<file path="src/rtl/alu_pkg.sv">
// Shared op codes and FSM state encoding for the execute-stage ALU.
package alu_pkg;

  localparam logic [3:0] ALU_ADD = 4'd0;
  localparam logic [3:0] ALU_SUB = 4'd1;
  localparam logic [3:0] ALU_AND = 4'd2;
  localparam logic [3:0] ALU_OR  = 4'd3;
  localparam logic [3:0] ALU_SLT = 4'd4;
  localparam logic [3:0] ALU_XOR = 4'd5;
  localparam logic [3:0] ALU_NOR = 4'd6;
  localparam logic [3:0] ALU_SLL = 4'd7;
  localparam logic [3:0] ALU_SRL = 4'd8;
  localparam logic [3:0] ALU_SRA = 4'd9;
  localparam logic [3:0] ALU_MUL = 4'd10;

  typedef enum logic [1:0] {
    IDLE  = 2'd0,
    SHIFT = 2'd1,
    MULT  = 2'd2,
    DONE  = 2'd3
  } alu_state_e;

endpackage

</file>
<file path="src/rtl/alu_comb.sv">
// Single-cycle ALU operations (codes 0-6); every other code falls back to add.
module alu_comb
  import alu_pkg::*;
#(
  parameter int unsigned DATA_W = 32
) (
  input  logic [3:0]        ctrl,
  input  logic [DATA_W-1:0] a,
  input  logic [DATA_W-1:0] b,
  output logic [DATA_W-1:0] result
);

  logic slt;
  assign slt = $signed(a) < $signed(b);

  always_comb begin
    result = a + b;
    case (ctrl)
      ALU_SUB: result = a - b;
      ALU_AND: result = a & b;
      ALU_OR:  result = a | b;
      ALU_SLT: result = {{(DATA_W-1){1'b0}}, slt};
      ALU_XOR: result = a ^ b;
      ALU_NOR: result = ~(a | b);
      default: result = a + b;
    endcase
  end

endmodule

</file>
<file path="src/rtl/alu_exec_unit.sv">
// Execute-stage ALU: 1-cycle logic/arith ops, iterative 1-bit/cycle shifter, valid/ready handshake.
// Define ALU_MULT_EN to add an iterative shift-add unsigned multiply on code 10.
module alu_exec_unit
  import alu_pkg::*;
#(
  parameter int unsigned DATA_W  = 32,
  parameter int unsigned SHAMT_W = 5
) (
  input  logic               iClk,
  input  logic               iRst_n,
  input  logic               iValid,
  output logic               oReady,
  input  logic [3:0]         iALUctrl,
  input  logic [DATA_W-1:0]  iA,
  input  logic [DATA_W-1:0]  iB,
  input  logic [SHAMT_W-1:0] iShamt,
  output logic               oValid,
  input  logic               iReady,
  output logic [DATA_W-1:0]  oResult,
  output logic               oZero,
  output logic               oBusy
);

  alu_state_e          state_q, state_d;
  logic [DATA_W-1:0]   result_q, result_d;
  logic [SHAMT_W-1:0]  cnt_q, cnt_d;
  logic [3:0]          op_q, op_d;
  logic                zero_q, zero_d;
  logic [DATA_W-1:0]   comb_res;
  logic                is_shift;
`ifdef ALU_MULT_EN
  logic [DATA_W-1:0]   mcand_q, mcand_d;
  logic [DATA_W-1:0]   mplier_q, mplier_d;
`endif

  alu_comb #(
    .DATA_W (DATA_W)
  ) u_alu_comb (
    .ctrl   (iALUctrl),
    .a      (iA),
    .b      (iB),
    .result (comb_res)
  );

  assign is_shift = (iALUctrl == ALU_SLL) || (iALUctrl == ALU_SRL) || (iALUctrl == ALU_SRA);

  function automatic logic [DATA_W-1:0] shift1(input logic [3:0] op, input logic [DATA_W-1:0] v);
    case (op)
      ALU_SLL: return {v[DATA_W-2:0], 1'b0};
      ALU_SRA: return {v[DATA_W-1], v[DATA_W-1:1]};
      default: return {1'b0, v[DATA_W-1:1]};
    endcase
  endfunction

  always_ff @(posedge iClk or negedge iRst_n) begin
    if (!iRst_n) begin
      state_q <= IDLE;
    end else begin
      state_q <= state_d;
    end
  end

  always_comb begin
    state_d = state_q;
    unique case (state_q)
      IDLE: begin
        if (iValid) begin
          if (is_shift && (iShamt > SHAMT_W'(1))) state_d = SHIFT;
`ifdef ALU_MULT_EN
          else if (iALUctrl == ALU_MUL)          state_d = MULT;
`endif
          else                                    state_d = DONE;
        end
      end
      SHIFT, MULT: if (cnt_q == SHAMT_W'(1)) state_d = DONE;
      DONE:        if (iReady) state_d = IDLE;
      default:     state_d = IDLE;
    endcase
  end

  // The accept edge already performs the first shift/multiply step, so an N-step
  // operation spends N-1 edges in SHIFT/MULT and oValid rises N cycles after accept.
  always_comb begin
    result_d = result_q;
    cnt_d    = cnt_q;
    op_d     = op_q;
    zero_d   = zero_q;
`ifdef ALU_MULT_EN
    mcand_d  = mcand_q;
    mplier_d = mplier_q;
`endif
    unique case (state_q)
      IDLE: begin
        if (iValid) begin
          op_d  = iALUctrl;
          cnt_d = '0;
          if (is_shift) begin
            if (iShamt == '0) begin
              result_d = iB;
            end else begin
              result_d = shift1(iALUctrl, iB);
              cnt_d    = iShamt - SHAMT_W'(1);
            end
          end
`ifdef ALU_MULT_EN
          else if (iALUctrl == ALU_MUL) begin
            result_d = iB[0] ? iA : '0;
            mcand_d  = iA << 1;
            mplier_d = iB >> 1;
            cnt_d    = SHAMT_W'(DATA_W - 1);
          end
`endif
          else begin
            result_d = comb_res;
          end
          zero_d = (result_d == '0);
        end
      end
      SHIFT: begin
        result_d = shift1(op_q, result_q);
        cnt_d    = cnt_q - SHAMT_W'(1);
        zero_d   = (result_d == '0);
      end
`ifdef ALU_MULT_EN
      MULT: begin
        result_d = mplier_q[0] ? result_q + mcand_q : result_q;
        mcand_d  = mcand_q << 1;
        mplier_d = mplier_q >> 1;
        cnt_d    = cnt_q - SHAMT_W'(1);
        zero_d   = (result_d == '0);
      end
`endif
      default: ;
    endcase
  end

  always_ff @(posedge iClk or negedge iRst_n) begin
    if (!iRst_n) begin
      result_q <= '0;
      cnt_q    <= '0;
      op_q     <= ALU_ADD;
      zero_q   <= 1'b0;
`ifdef ALU_MULT_EN
      mcand_q  <= '0;
      mplier_q <= '0;
`endif
    end else begin
      result_q <= result_d;
      cnt_q    <= cnt_d;
      op_q     <= op_d;
      zero_q   <= zero_d;
`ifdef ALU_MULT_EN
      mcand_q  <= mcand_d;
      mplier_q <= mplier_d;
`endif
    end
  end

  always_comb begin
    oReady  = (state_q == IDLE);
    oValid  = (state_q == DONE);
    oBusy   = (state_q != IDLE);
    oResult = result_q;
    oZero   = zero_q;
  end

endmodule

</file>
<file path="config.mk">
export PLATFORM = sky130hd
export DESIGN_NAME = alu_exec_unit
export DESIGN_NICKNAME = d
export VERILOG_FILES = /design/src/rtl/alu_pkg.sv /design/src/rtl/alu_comb.sv /design/src/rtl/alu_exec_unit.sv
export SDC_FILE = /design/constraint.sdc
export NUM_CORES = 1
export LEC_CHECK = 0
export BUFFER_PORTS_ARGS = -buffer_cell sky130_fd_sc_hd__buf_2
export CAP_MARGIN = 20
export CORE_MARGIN = 2
export CORE_UTILIZATION = 55
export CTS_BUF_LIST = sky130_fd_sc_hd__clkbuf_16
export CTS_CLUSTER_DIAMETER = 60
export DETAILED_ROUTE_END_ITERATION = 7
export PLACE_DENSITY = 0.79
export SYNTH_ARGS = -nofsm -noshare
export SYNTH_HDL_FRONTEND = slang
export SYNTH_HIERARCHICAL = 1
export SYNTH_SLANG_ARGS = --single-unit
export TNS_END_PERCENT = 10
</file>
<file path="constraint.sdc">
create_clock -name iClk -period 2.25 [get_ports iClk]
set_clock_uncertainty 0.2 [all_clocks]
set_input_delay 0.225 -clock iClk [delete_from_list [all_inputs] [get_ports iClk]]
set_output_delay 0.225 -clock iClk [all_outputs]
set_load 0.005 [all_outputs]
</file>
==> flow_metrics.py, run 1 <==
metrics = {
    "synthesis": {
        "synth_fp_nets": 1496,
        "synth_compound_area_share_pct": 34.8,
        "synth_mux_area_share_pct": 4.98,
        "yosys_warnings": 6,
        "synth_edf_count": 0,
        "synth.area.top_cells": "ha_1 (15%), dfrtp_1 (12%), nand2_1 (7.2%)",
        "netlist.top_cell.by_area": "ha_1",
        "synth_adder_area_share_pct": 15.1,
        "synth_flop_cell": "dfrtp_1",
        "avgSynthCellArea_sq_um": 6.91,
        "yosysTopAreaCellShare_pct": 14.6,
        "ys_seq_area_share_pct": 12.2,
        "async_flop_share_pct": 100,
        "synth.distinct_cells": 89,
        "synth_top_family_by_area": "compound AO/OA/AOI/OAI gates",
        "syn_inst": 1311,
        "synthSimpleGateAreaFrac_pct": 23.4,
        "syn_area_sq_um": 9060,
        "synth_seq_cells": 44,
        "synth_xor_area_share_pct": 0.677,
    },
    "place": {
        "gp_congestion": 1.16,
        "io_buffers": 112,
        "dp_hpwl_um": 31000,
        "dp_slack_ps": -1800,
    },
    "grt": {
        "grt_max_degree": 67,
        "grt_use_total_pct": 88.8,
        "grt_overflow": 406,
    },
    "floorplanning": {
        "ios": 113,
        "fp.dieW_um": 132,
        "initial_core_util_pct": 56.6,
        "row_count": 46,
        "fp.dieH_um": 132,
    },
    "status": {
        "error_message": "[ERROR GRT-0232] Routing congestion too high. Check the congestion heatmap in the GUI.",
        "status": "did not finish",
        "lastStage": "global routing",
    },
    "sta": {
        "postGrtWorstEndpoint": "oResult[27]$_DFFE_PN0P_/D",
        "endpoint_type": "register data pin",
    },
    "clocking": {
        "root_buffer": "clkbuf_16",
        "cts_num_sinks": 44,
        "cts_buffer_depth": 2,
        "cts_made_buffers": 5,
        "ctsHtreeMaxLevel": 2,
    },
}
routing by layer:
metal | track usage (%) | overflow
met4 | 94.9 | 154
met1 | 85.9 | 14
met2 | 102 | 226
met5 | 43.9 | 3
met3 | 78.0 | 9
Yosys cell counts, types with 16 or more instances:
cell      instances
o21bai_1         16
a21oi_1          93
a311oi_1         21
and3_1           17
ha_1            106
nand2_1         175
a21o_1           23
o21ai_1          24
dfrtp_1          44
mux2_2           17
nor2_1          121
inv_1           104
o21ai_0          86
clkbuf_1         56
nor3_1           26
nand3_1          33
a221oi_1         31
buf_2            19
a211oi_1         22
mux2i_1          26
cells by family after synthesis:
family | after synthesis
xor gates and xnor gates | 7
DFF | 44
AOI/OAI and AO/OA | 454
buffers and inverters | 199
and+or+nand+nor | 456
muxes | 43
adders and majority gates | 108
per-stage QoR:
step,TNS [ps],instance area [sq um],cells,hold WS (ps)
floorplan,-15790,9060,1311,-271
global placement,-35530,12900,1970,131
detailed placement,-39130,12900,1970,146
CTS,-20210,14200,1993,81.2
repair_timing:
action	4_1_cts
setup buffers	15
hold buffers	1
endpoints found under the setup margin	33
resized for setup	262
hold endpoints to repair	44
pin swaps	104
==> run 2, diff against run 1 <==
--- a/config.mk
+++ b/config.mk
@@ -8,11 +8,9 @@
 export BUFFER_PORTS_ARGS = -buffer_cell sky130_fd_sc_hd__buf_2
 export CAP_MARGIN = 20
 export CORE_MARGIN = 2
-export CORE_UTILIZATION = 55
-export CTS_BUF_LIST = sky130_fd_sc_hd__clkbuf_16
-export CTS_CLUSTER_DIAMETER = 60
+export CORE_UTILIZATION = 40
 export DETAILED_ROUTE_END_ITERATION = 7
-export PLACE_DENSITY = 0.79
+export PLACE_DENSITY_LB_ADDON = 0.15
 export SYNTH_ARGS = -nofsm -noshare
 export SYNTH_HDL_FRONTEND = slang
 export SYNTH_HIERARCHICAL = 1
==> constraint.sdc (replaced) <==
create_clock -name iClk -period 2.93 [get_ports iClk]
set_clock_uncertainty 0.2 [all_clocks]
set_input_delay 0.293 -clock iClk [delete_from_list [all_inputs] [get_ports iClk]]
set_output_delay 0.293 -clock iClk [all_outputs]
set_load 0.005 [all_outputs]
==> flow_metrics.py, run 2 <==
metrics = {
    "pwr": {
        "power_switching_share_pct": 47.1,
        "switching_power_mw": 2.97,
        "seq_power_share_pct": 19.8,
        "p_int_mw": 3.34,
        "pwr-share-comb_pct": 70.8,
        "p_per_area_nw_per_um2": 438,
        "leakage_nw": 6.82,
        "clockPowerShare_pct": 9.4,
        "vdd_drop_max_v": 0.000460,
    },
    "sta": {
        "fin_crit_ps": 3530,
        "grt_setup_unrepaired": "yes",
        "fmax_ghz": 0.284,
        "post-route-period-util_pct": 120,
        "setup_viol": 21,
        "setup_slack_ps": -597,
        "tightest_slew_ps": 695,
        "report.final.hold_viol_count": 0,
        "report.final.slew_viol_count": 0,
        "max_slew_margin_pct": 53.4,
    },
    "setup_path": {
        "rr_worst_depth": 8,
        "critPathMaxFanout": 3,
        "rrSetupSlack_ps": 390,
        "reg2reg_to": "oZero$_DFFE_PN0P_",
        "start_kind": "primary input",
        "endpoint_kind": "register",
        "arrival_ps": 3560,
        "cp.required_ps": 2970,
        "critical_path_class": "in -> reg",
        "timing.rr.start": "op_q[3]$_DFFE_PN0P_",
    },
    "floorplanning": {
        "fp.dieH_um": 155,
        "die_area_sq_um": 23900,
        "initial_core_util_pct": 40.4,
        "row_count": 55,
        "core_sq_um": 22400,
        "ios": 113,
        "fp.dieW_um": 155,
    },
    "status": {
        "status": "finished with violations",
        "violations": "setup timing",
    },
    "synthesis": {
        "syn_area_sq_um": 9060,
        "synth_edf_count": 0,
        "netlist.top_cell.by_area": "ha_1",
        "synth_flop_cell": "dfrtp_1",
        "ys_top_cells_by_count": "nand2_1 (175), nor2_1 (121), ha_1 (106)",
        "yosysTopAreaCellShare_pct": 14.6,
        "yosys_warnings": 6,
        "synth_seq_cells": 44,
        "avgSynthCellArea_sq_um": 6.91,
        "async_flop_share_pct": 100,
        "synth.most_common_cell": "nand2_1",
        "syn_inst": 1311,
        "ys_seq_area_share_pct": 12.2,
        "synth.area.top_cells": "ha_1 (15%), dfrtp_1 (12%), nand2_1 (7.2%)",
        "synth_fp_nets": 1496,
        "synth.distinct_cells": 89,
    },
    "flow_run": {
        "maxCapViolCount": 0,
    },
    "place": {
        "placed_cell_area_sq_um": 12800,
        "gp_congestion": 0.996,
        "dp_hpwl_um": 30500,
        "io_buffers": 112,
    },
    "worst_hold_path": {
        "hold_class": "in -> reg",
        "worstHoldPathCells": 3,
        "hp-start": "iShamt[0]",
        "hold_end": "cnt_q[0]$_DFFE_PN0P_",
    },
    "grt": {
        "grt_pass1_wl_um": 59800,
        "grt_use_total_pct": 31.2,
        "grt_max_degree": 66,
        "grt_overflow": 0,
        "antenna_found_initial": 0,
        "first_global_vias": 11400,
    },
    "drt": {
        "drt_iter0_drc": 1012,
        "vias": 12000,
        "drcViolationCount": 0,
        "dr.pass1.iters": 5,
        "totalWireLength_um": 39400,
        "ant_nets": 0,
        "viasPerCell": 5.81,
        "wl_per_cell_um": 19.1,
    },
    "finish": {
        "final_util_pct": 64.2,
        "antennaDiodeCount": 0,
        "final_common_cell": "buf_4",
        "drive_gt1_share_pct": 43.9,
        "largest_reg_flops": 32,
        "fillCellCount": 2016,
        "area_growth_pct": 59.0,
        "final_cell_mix": "buf_4 (412), nand2_1 (169), nor2_1 (115)",
        "final_nets": 1962,
        "postLayoutCellArea_sq_um": 14400,
    },
    "clocking": {
        "clk_pin_slew_worst_paths_ps": 70,
        "cts_tree": "built",
        "cts_made_buffers": 5,
        "cts_num_sinks": 44,
        "root_buffer": "clkbuf_16",
        "ctsHtreeMaxLevel": 2,
        "clk_latency_ps": 290,
        "cts_buffer_depth": 2,
    },
}
-- run 2: per-stage QoR --
step | setup TNS (ps) | worst slack [ps] | total power, mW | hold WS (ps) | cells
detailed placement | -20120 | -1200 | 5.21 | -8.87 | 2025
global placement | -18290 | -1090 | 5.15 | -12.5 | 2025
global route | -8540 | -688 | 6.81 | 118 | 2063
CTS | -5640 | -575 | 6.00 | 104 | 2042
finish | -5890 | -597 | 6.31 | 109 | 2063
floorplan | -1760 | -644 | 3.48 | -203 | 1311
-- run 2: worst max-delay path by stage --
stage,start,to,depth (start not counted)
finish,iB[4],oZero$_DFFE_PN0P_,18
global route,iB[4],oZero$_DFFE_PN0P_,18
CTS,iA[1],oZero$_DFFE_PN0P_,17
detailed placement,iA[0],oZero$_DFFE_PN0P_,18
global placement,iA[0],oZero$_DFFE_PN0P_,18
floorplan,iA[1],oZero$_DFFE_PN0P_,16
-- run 2: power by group through the flow --
stage	registers, mW	logic [mW]	clock network, mW
3_5_place_dp	1.25	3.96	0
2_1_floorplan	1.18	2.29	0
4_1_cts	1.24	4.17	0.598
5_1_grt	1.29	4.90	0.625
6_report	1.25	4.47	0.591
3_3_place_gp	1.25	3.91	0
-- run 2: layout make-up --
class	instances	area, sq um	area share (%)
inverter	110	448	3.11
clock inverter	2	10.0	0.0695
sequential	44	1100	7.64
multi-input combinational	1068	8200	56.9
tap	285	357	2.48
timing repair buffer	548	4150	28.8
clock buffer	6	139	0.964
-- run 2: logic make-up (layout without fill, tap and decap cells) --
| group | count (synthesis) | count (layout) | share of synthesized area [%] |
|---|---|---|---|
| AND/OR/NAND/NOR | 456 | 456 | 23.4 |
| AO/OA/AOI/OAI | 454 | 454 | 34.8 |
| buffers and inverters | 199 | 666 | 8.92 |
| adder cells (fa/ha/maj) | 108 | 108 | 15.1 |
| flip-flops | 44 | 44 | 12.2 |
| multiplexers | 43 | 43 | 4.98 |
| XOR/XNOR | 7 | 7 | 0.677 |
-- run 2: per-layer routing --
layer | share of wire, % | global-route usage, %
met5 | 0 | 0
met4 | 4.3 | 13.3
met3 | 6.4 | 3.33
met2 | 48 | 53.7
met1 | 41 | 39.7
-- run 2: timing repair --
action,4_1_cts,5_1_grt
endpoints found under the hold margin,11,0
endpoints found under the setup margin,25,27
hold buffers,1,0
resized for setup,133,168
pin swaps,49,86
buffers inserted,8,23
-- run 2: worst max-delay path: stages --
cell	delay (ps)
buf_2	100
inv_2	50
ha_4	270
o211ai_1	140
a21oi_2	240
o21ai_4	110
a211oi_2	220
buf_4	170
o221ai_4	100
nor2_1	110
nor2_1	60
a2111o_1	350
a32o_1	250
nand2_1	70
o21ai_2	80
or4_4	500
nor4_4	280
a31o_1	160
Note: power is estimated with default switching activity, not from simulation.
==> run 3, diff against run 2 <==
--- a/config.mk
+++ b/config.mk
@@ -7,6 +7,8 @@
 export LEC_CHECK = 0
 export BUFFER_PORTS_ARGS = -buffer_cell sky130_fd_sc_hd__buf_2
 export CAP_MARGIN = 20
+export CELL_PAD_IN_SITES_DETAIL_PLACEMENT = 0
+export CELL_PAD_IN_SITES_GLOBAL_PLACEMENT = 1
 export CORE_MARGIN = 2
 export CORE_UTILIZATION = 40
 export DETAILED_ROUTE_END_ITERATION = 7
==> flow_metrics.py, run 3 (synthesis gave the netlist of run 2 again) <==
metrics = {
    "clocking": {
        "clk_latency_ps": 300,
        "cts_tree": "built",
        "cts_made_buffers": 5,
        "clk_pin_slew_worst_paths_ps": 70,
        "cts_buffer_depth": 2,
        "cts_num_sinks": 44,
        "ctsHtreeMaxLevel": 2,
        "root_buffer": "clkbuf_16",
    },
    "floorplanning": {
        "row_count": 55,
        "core_sq_um": 22400,
        "die_area_sq_um": 23900,
        "ios": 113,
        "fp.dieW_um": 155,
        "initial_core_util_pct": 40.4,
        "fp.dieH_um": 155,
    },
    "sta": {
        "setup_viol": 21,
        "fmax_ghz": 0.285,
        "report.final.slew_viol_count": 0,
        "grt_setup_unrepaired": "yes",
        "setup_slack_ps": -575,
        "tightest_slew_ps": 862,
        "fin_setup_tns_ps": -5960,
        "report.final.hold_viol_count": 0,
        "fin_crit_ps": 3500,
        "max_slew_margin_pct": 42.3,
        "post-route-period-util_pct": 120,
    },
    "grt": {
        "grt_use_total_pct": 32.2,
        "grt_overflow": 0,
        "grt_pass1_wl_um": 61400,
        "grt_max_degree": 66,
        "first_global_vias": 11300,
        "antenna_found_initial": 0,
    },
    "status": {
        "violations": "setup timing",
        "status": "finished with violations",
    },
    "setup_path": {
        "endpoint_kind": "register",
        "arrival_ps": 3530,
        "timing.rr.start": "op_q[3]$_DFFE_PN0P_",
        "start_kind": "primary input",
        "reg2reg_to": "oZero$_DFFE_PN0P_",
        "rr_worst_depth": 8,
        "critPathMaxFanout": 3,
        "rrSetupSlack_ps": 440,
        "critical_path_class": "in -> reg",
        "cp.required_ps": 2960,
    },
    "place": {
        "gp_congestion": 0.991,
        "placed_cell_area_sq_um": 12700,
        "dp_hpwl_um": 31400,
        "place_inst": 2015,
        "dp_slack_ps": -1190,
        "io_buffers": 112,
    },
    "finish": {
        "largest_reg_flops": 32,
        "area_growth_pct": 53.4,
        "final_nets": 1933,
        "final_common_cell": "buf_4",
        "postLayoutCellArea_sq_um": 13900,
        "final_cell_mix": "buf_4 (393), nand2_1 (173), nor2_1 (114)",
        "antennaDiodeCount": 0,
        "drive_gt1_share_pct": 41.0,
        "layout.cells.non_filler": 2034,
    },
    "worst_hold_path": {
        "hp-start": "iShamt[0]",
        "hold_class": "in -> reg",
        "worstHoldPathCells": 3,
        "hold_end": "cnt_q[0]$_DFFE_PN0P_",
    },
    "drt": {
        "wl_per_cell_um": 19.2,
        "dr.pass1.iters": 7,
        "ant_nets": 0,
        "dr_wl_met2_um": 17800,
        "drcViolationCount": 0,
        "vias": 11600,
        "totalWireLength_um": 39100,
        "wl_met1_um": 17200,
        "viasPerCell": 5.72,
        "top_layer_used": "met4",
        "drt_iter0_drc": 972,
        "wl_met3_um": 2540,
    },
    "pwr": {
        "vdd_drop_max_v": 0.000394,
        "p_per_area_nw_per_um2": 450,
        "leakage_nw": 6.64,
    },
    "flow_run": {
        "maxCapViolCount": 0,
    },
}
## run 3: changes by cell type in the layout (fill, tap and decap cells not counted), moves of 11 or more
cell	before	now
buf_2	92	103
buf_4	412	393
buf_6	28	8
inv_1	71	89
inv_2	30	17
## run 3: area by class of cell
type | instances | area (sq um)
clock inverters | 2 | 35.0
inverters | 110 | 423
well taps | 285 | 357
multi-input cells | 1068 | 8030
fillers | 2135 | 8530
clock buffers | 6 | 129
flip-flops and latches | 44 | 1100
repair buffers | 519 | 3830
## run 3: worst max-delay path, cell delays in order
cell	delay (ps)
buf_8	90
inv_4	40
ha_4	280
nor2_4	50
o311ai_4	320
a21oi_2	140
a32oi_1	230
nand2_2	130
a21oi_4	180
a21oi_2	80
a2111o_1	420
a32o_1	230
nand2_1	70
o21ai_2	70
or4_4	550
nor4_2	170
a31o_1	170
## run 3: worst max path at each step
stage	endpoint	slack (ps)	startpoint
floorplan	oZero$_DFFE_PN0P_	-640	iA[1]
global placement	oZero$_DFFE_PN0P_	-1120	iA[16]
detailed placement	oZero$_DFFE_PN0P_	-1190	iA[0]
CTS	oResult[0]$_DFFE_PN0P_	-560	iB[0]
global route	oZero$_DFFE_PN0P_	-730	iB[4]
finish	oZero$_DFFE_PN0P_	-570	iA[1]
## run 3: through the flow
step                      util [%]  power [mW]  hold WS [ps]
after floorplan                  -        3.48          -203
final                         62.0        6.25           109
after detailed placement      56.7        5.24           322
after global placement        56.7        5.17           299
after global routing          62.0        6.76           132
after CTS                     60.9        6.13          28.0
## run 3: routing by layer
metal	up-vias	GRT usage, %
li1	5645	-
met1	5483	43.1
met2	427	53.0
met3	78	4.48
met4	0	11.4
met5	-	0
## run 3: repair_timing
action | 4_1_cts | 5_1_grt
hold buffers | 0 | 1
endpoints found under the hold margin | 0 | 44
pin swaps | 62 | 27
setup endpoints to repair | 26 | 27
buffers inserted | 9 | 1
resized for setup | 160 | 51
## run 3: power by group
group | total (mW) | leakage [nW] | internal (mW) | switching, mW
registers | 1.26 | 0.542 | 0.915 | 0.348
logic | 4.33 | 6.02 | 2.00 | 2.34
clock network | 0.657 | 0.0808 | 0.402 | 0.255
total | 6.25 | 6.64 | 3.31 | 2.94
==> run 4, diff against run 3 <==
--- a/config.mk
+++ b/config.mk
@@ -9,6 +9,7 @@
 export CAP_MARGIN = 20
 export CELL_PAD_IN_SITES_DETAIL_PLACEMENT = 0
 export CELL_PAD_IN_SITES_GLOBAL_PLACEMENT = 1
+export CORE_ASPECT_RATIO = 0.8
 export CORE_MARGIN = 2
 export CORE_UTILIZATION = 40
 export DETAILED_ROUTE_END_ITERATION = 7
==> flow_metrics.py, run 4 (synthesis gave the netlist of run 2 again) <==
metrics = {
    "grt": {
        "antenna_found_initial": 1,
        "grt_overflow": 0,
        "first_global_vias": 11300,
        "grt_use_total_pct": 33.2,
        "grt_max_degree": 66,
        "grt_pass1_wl_um": 62100,
    },
    "status": {
        "status": "finished with violations",
        "violations": "setup timing",
    },
    "drt": {
        "totalWireLength_um": 40200,
        "drt_iter0_drc": 1007,
        "vias": 12000,
        "viasPerCell": 5.71,
        "drcViolationCount": 0,
        "ant_nets": 0,
        "dr.pass1.iters": 6,
        "wl_per_cell_um": 19.2,
    },
    "floorplanning": {
        "initial_core_util_pct": 40.5,
        "fp.dieW_um": 172,
        "core_sq_um": 22400,
        "die_area_sq_um": 23900,
        "row_count": 49,
        "fp.dieH_um": 139,
        "ios": 113,
    },
    "sta": {
        "grt_setup_unrepaired": "yes",
        "max_slew_margin_pct": 54.3,
        "setup_slack_ps": -668,
        "fmax_ghz": 0.278,
        "tightest_slew_ps": 685,
        "setup_viol": 21,
        "report.final.hold_viol_count": 0,
        "fin_setup_tns_ps": -6710,
        "fin_crit_ps": 3600,
        "report.final.slew_viol_count": 0,
        "post-route-period-util_pct": 123,
    },
    "setup_path": {
        "cp.required_ps": 2970,
        "crit_path_max_incr_delay_ps": 410,
        "crit_chain": "buf_12 -> inv_6 -> ha_4 -> fa_2 -> nor2_2 -> o221ai_2 -> a21oi_2 -> o21ai_4 -> a221oi_4 -> buf_6 -> a21oi_4 -> a221o_1 -> o21ai_1 -> nand2_1 -> a21oi_2 -> nand4_1 -> nor4_2 -> a31o_1",
        "cp_common_cell": "a21oi_2",
        "start_kind": "primary input",
        "critical_path_class": "in -> reg",
        "arrival_ps": 3640,
        "endpoint_kind": "register",
        "critPathMaxFanout": 4,
        "cpMaxStageDelayCell": "fa_2",
    },
    "clocking": {
        "cts_num_sinks": 44,
        "clk_latency_ps": 300,
        "clk_pin_slew_worst_paths_ps": 60,
        "root_buffer": "clkbuf_16",
        "ctsHtreeMaxLevel": 2,
        "cts_tree": "built",
        "cts_buffer_depth": 2,
        "cts_made_buffers": 5,
    },
    "finish": {
        "drive_gt1_share_pct": 42.9,
        "final_cell_mix": "buf_4 (425), nand2_1 (172), nor2_1 (115)",
        "seq_area_sq_um": 1100,
        "area_growth_pct": 58.6,
        "fillCellCount": 2066,
        "final_util_pct": 64.2,
        "final_nets": 1973,
        "multi_input_area_sq_um": 8100,
        "largest_reg_flops": 32,
        "final_common_cell": "buf_4",
    },
    "worst_hold_path": {
        "hold_class": "in -> reg",
    },
    "place": {
        "gp_congestion": 0.987,
        "dp_hpwl_um": 32100,
        "io_buffers": 112,
        "dp_slack_ps": -1270,
    },
    "pwr": {
        "leakage_nw": 6.88,
        "vdd_drop_max_v": 0.000434,
        "p_total_mw": 6.43,
        "p_per_area_nw_per_um2": 448,
    },
    "flow_run": {
        "maxCapViolCount": 0,
    },
}
[run 4: final timing paths]
kind	slack, ps	startpoint	endpoint	cells past startpoint
worst max register to register	240	op_q[3]$_DFFE_PN0P_	oZero$_DFFE_PN0P_	8
worst min-delay path	120	iShamt[0]	cnt_q[0]$_DFFE_PN0P_	3
worst min register to register	340	oResult[3]$_DFFE_PN0P_	oResult[3]$_DFFE_PN0P_	2
min in group asynchronous	150	iRst_n	cnt_q[2]$_DFFE_PN0P_	2
max in group asynchronous	1910	iRst_n	oResult[4]$_DFFE_PN0P_	3
worst max-delay path	-670	iA[0]	oZero$_DFFE_PN0P_	18
[run 4: layout make-up]
class                      instances  area share (%)
antenna                            1          0.0174
clock buffer                       6           0.897
clock inverter                     2           0.244
inverter                         110            3.01
multi-input combinational       1068            56.3
sequential                        44            7.66
tap                              306            2.66
timing repair buffer             559            29.2
[run 4: report_power, final]
group	internal [mW]	switching, mW	total [mW]	leakage [nW]
clock network	0.402	0.257	0.659	0.0808
registers	0.916	0.338	1.25	0.542
logic	2.10	2.42	4.52	6.25
[run 4: repair_timing]
| action | 4_1_cts | 5_1_grt |
|---|---|---|
| hold buffers | 0 | 1 |
| resized for setup | 155 | 82 |
| setup endpoints to repair | 26 | 26 |
| pin swaps | 57 | 51 |
| hold endpoints to repair | 0 | 44 |
| setup buffers | 18 | 9 |
[run 4: worst max-delay path: cells and delay by family]
| kind | cells | cell delay (ps) |
|---|---|---|
| AOI/OAI and AO/OA | 9 | 1760 |
| adders and majority gates | 2 | 580 |
| buffers and inverters | 3 | 300 |
| and+or+nand+nor | 4 | 710 |
[run 4: per-stage QoR]
stage                     hold WS (ps)  instances  instance area (sq um)
after floorplan                   -203       1311                   9060
after global placement             309       2058                  13000
after detailed placement           325       2058                  13000
after CTS                         12.7       2084                  13900
after global routing               137       2096                  14400
final                              122       2096                  14400
[run 4: routing by layer]
layer / wire [um] / share of wire, % / vias to the layer above / global-route usage, %
li1: - / - / 5736 / -
met1: 18600 / 46 / 5673 / 47.2
met2: 17500 / 43 / 473 / 50.8
met3: 2990 / 7.4 / 78 / 6.74
met4: 1180 / 2.9 / 0 / 9.16
met5: 0 / 0 / - / 0
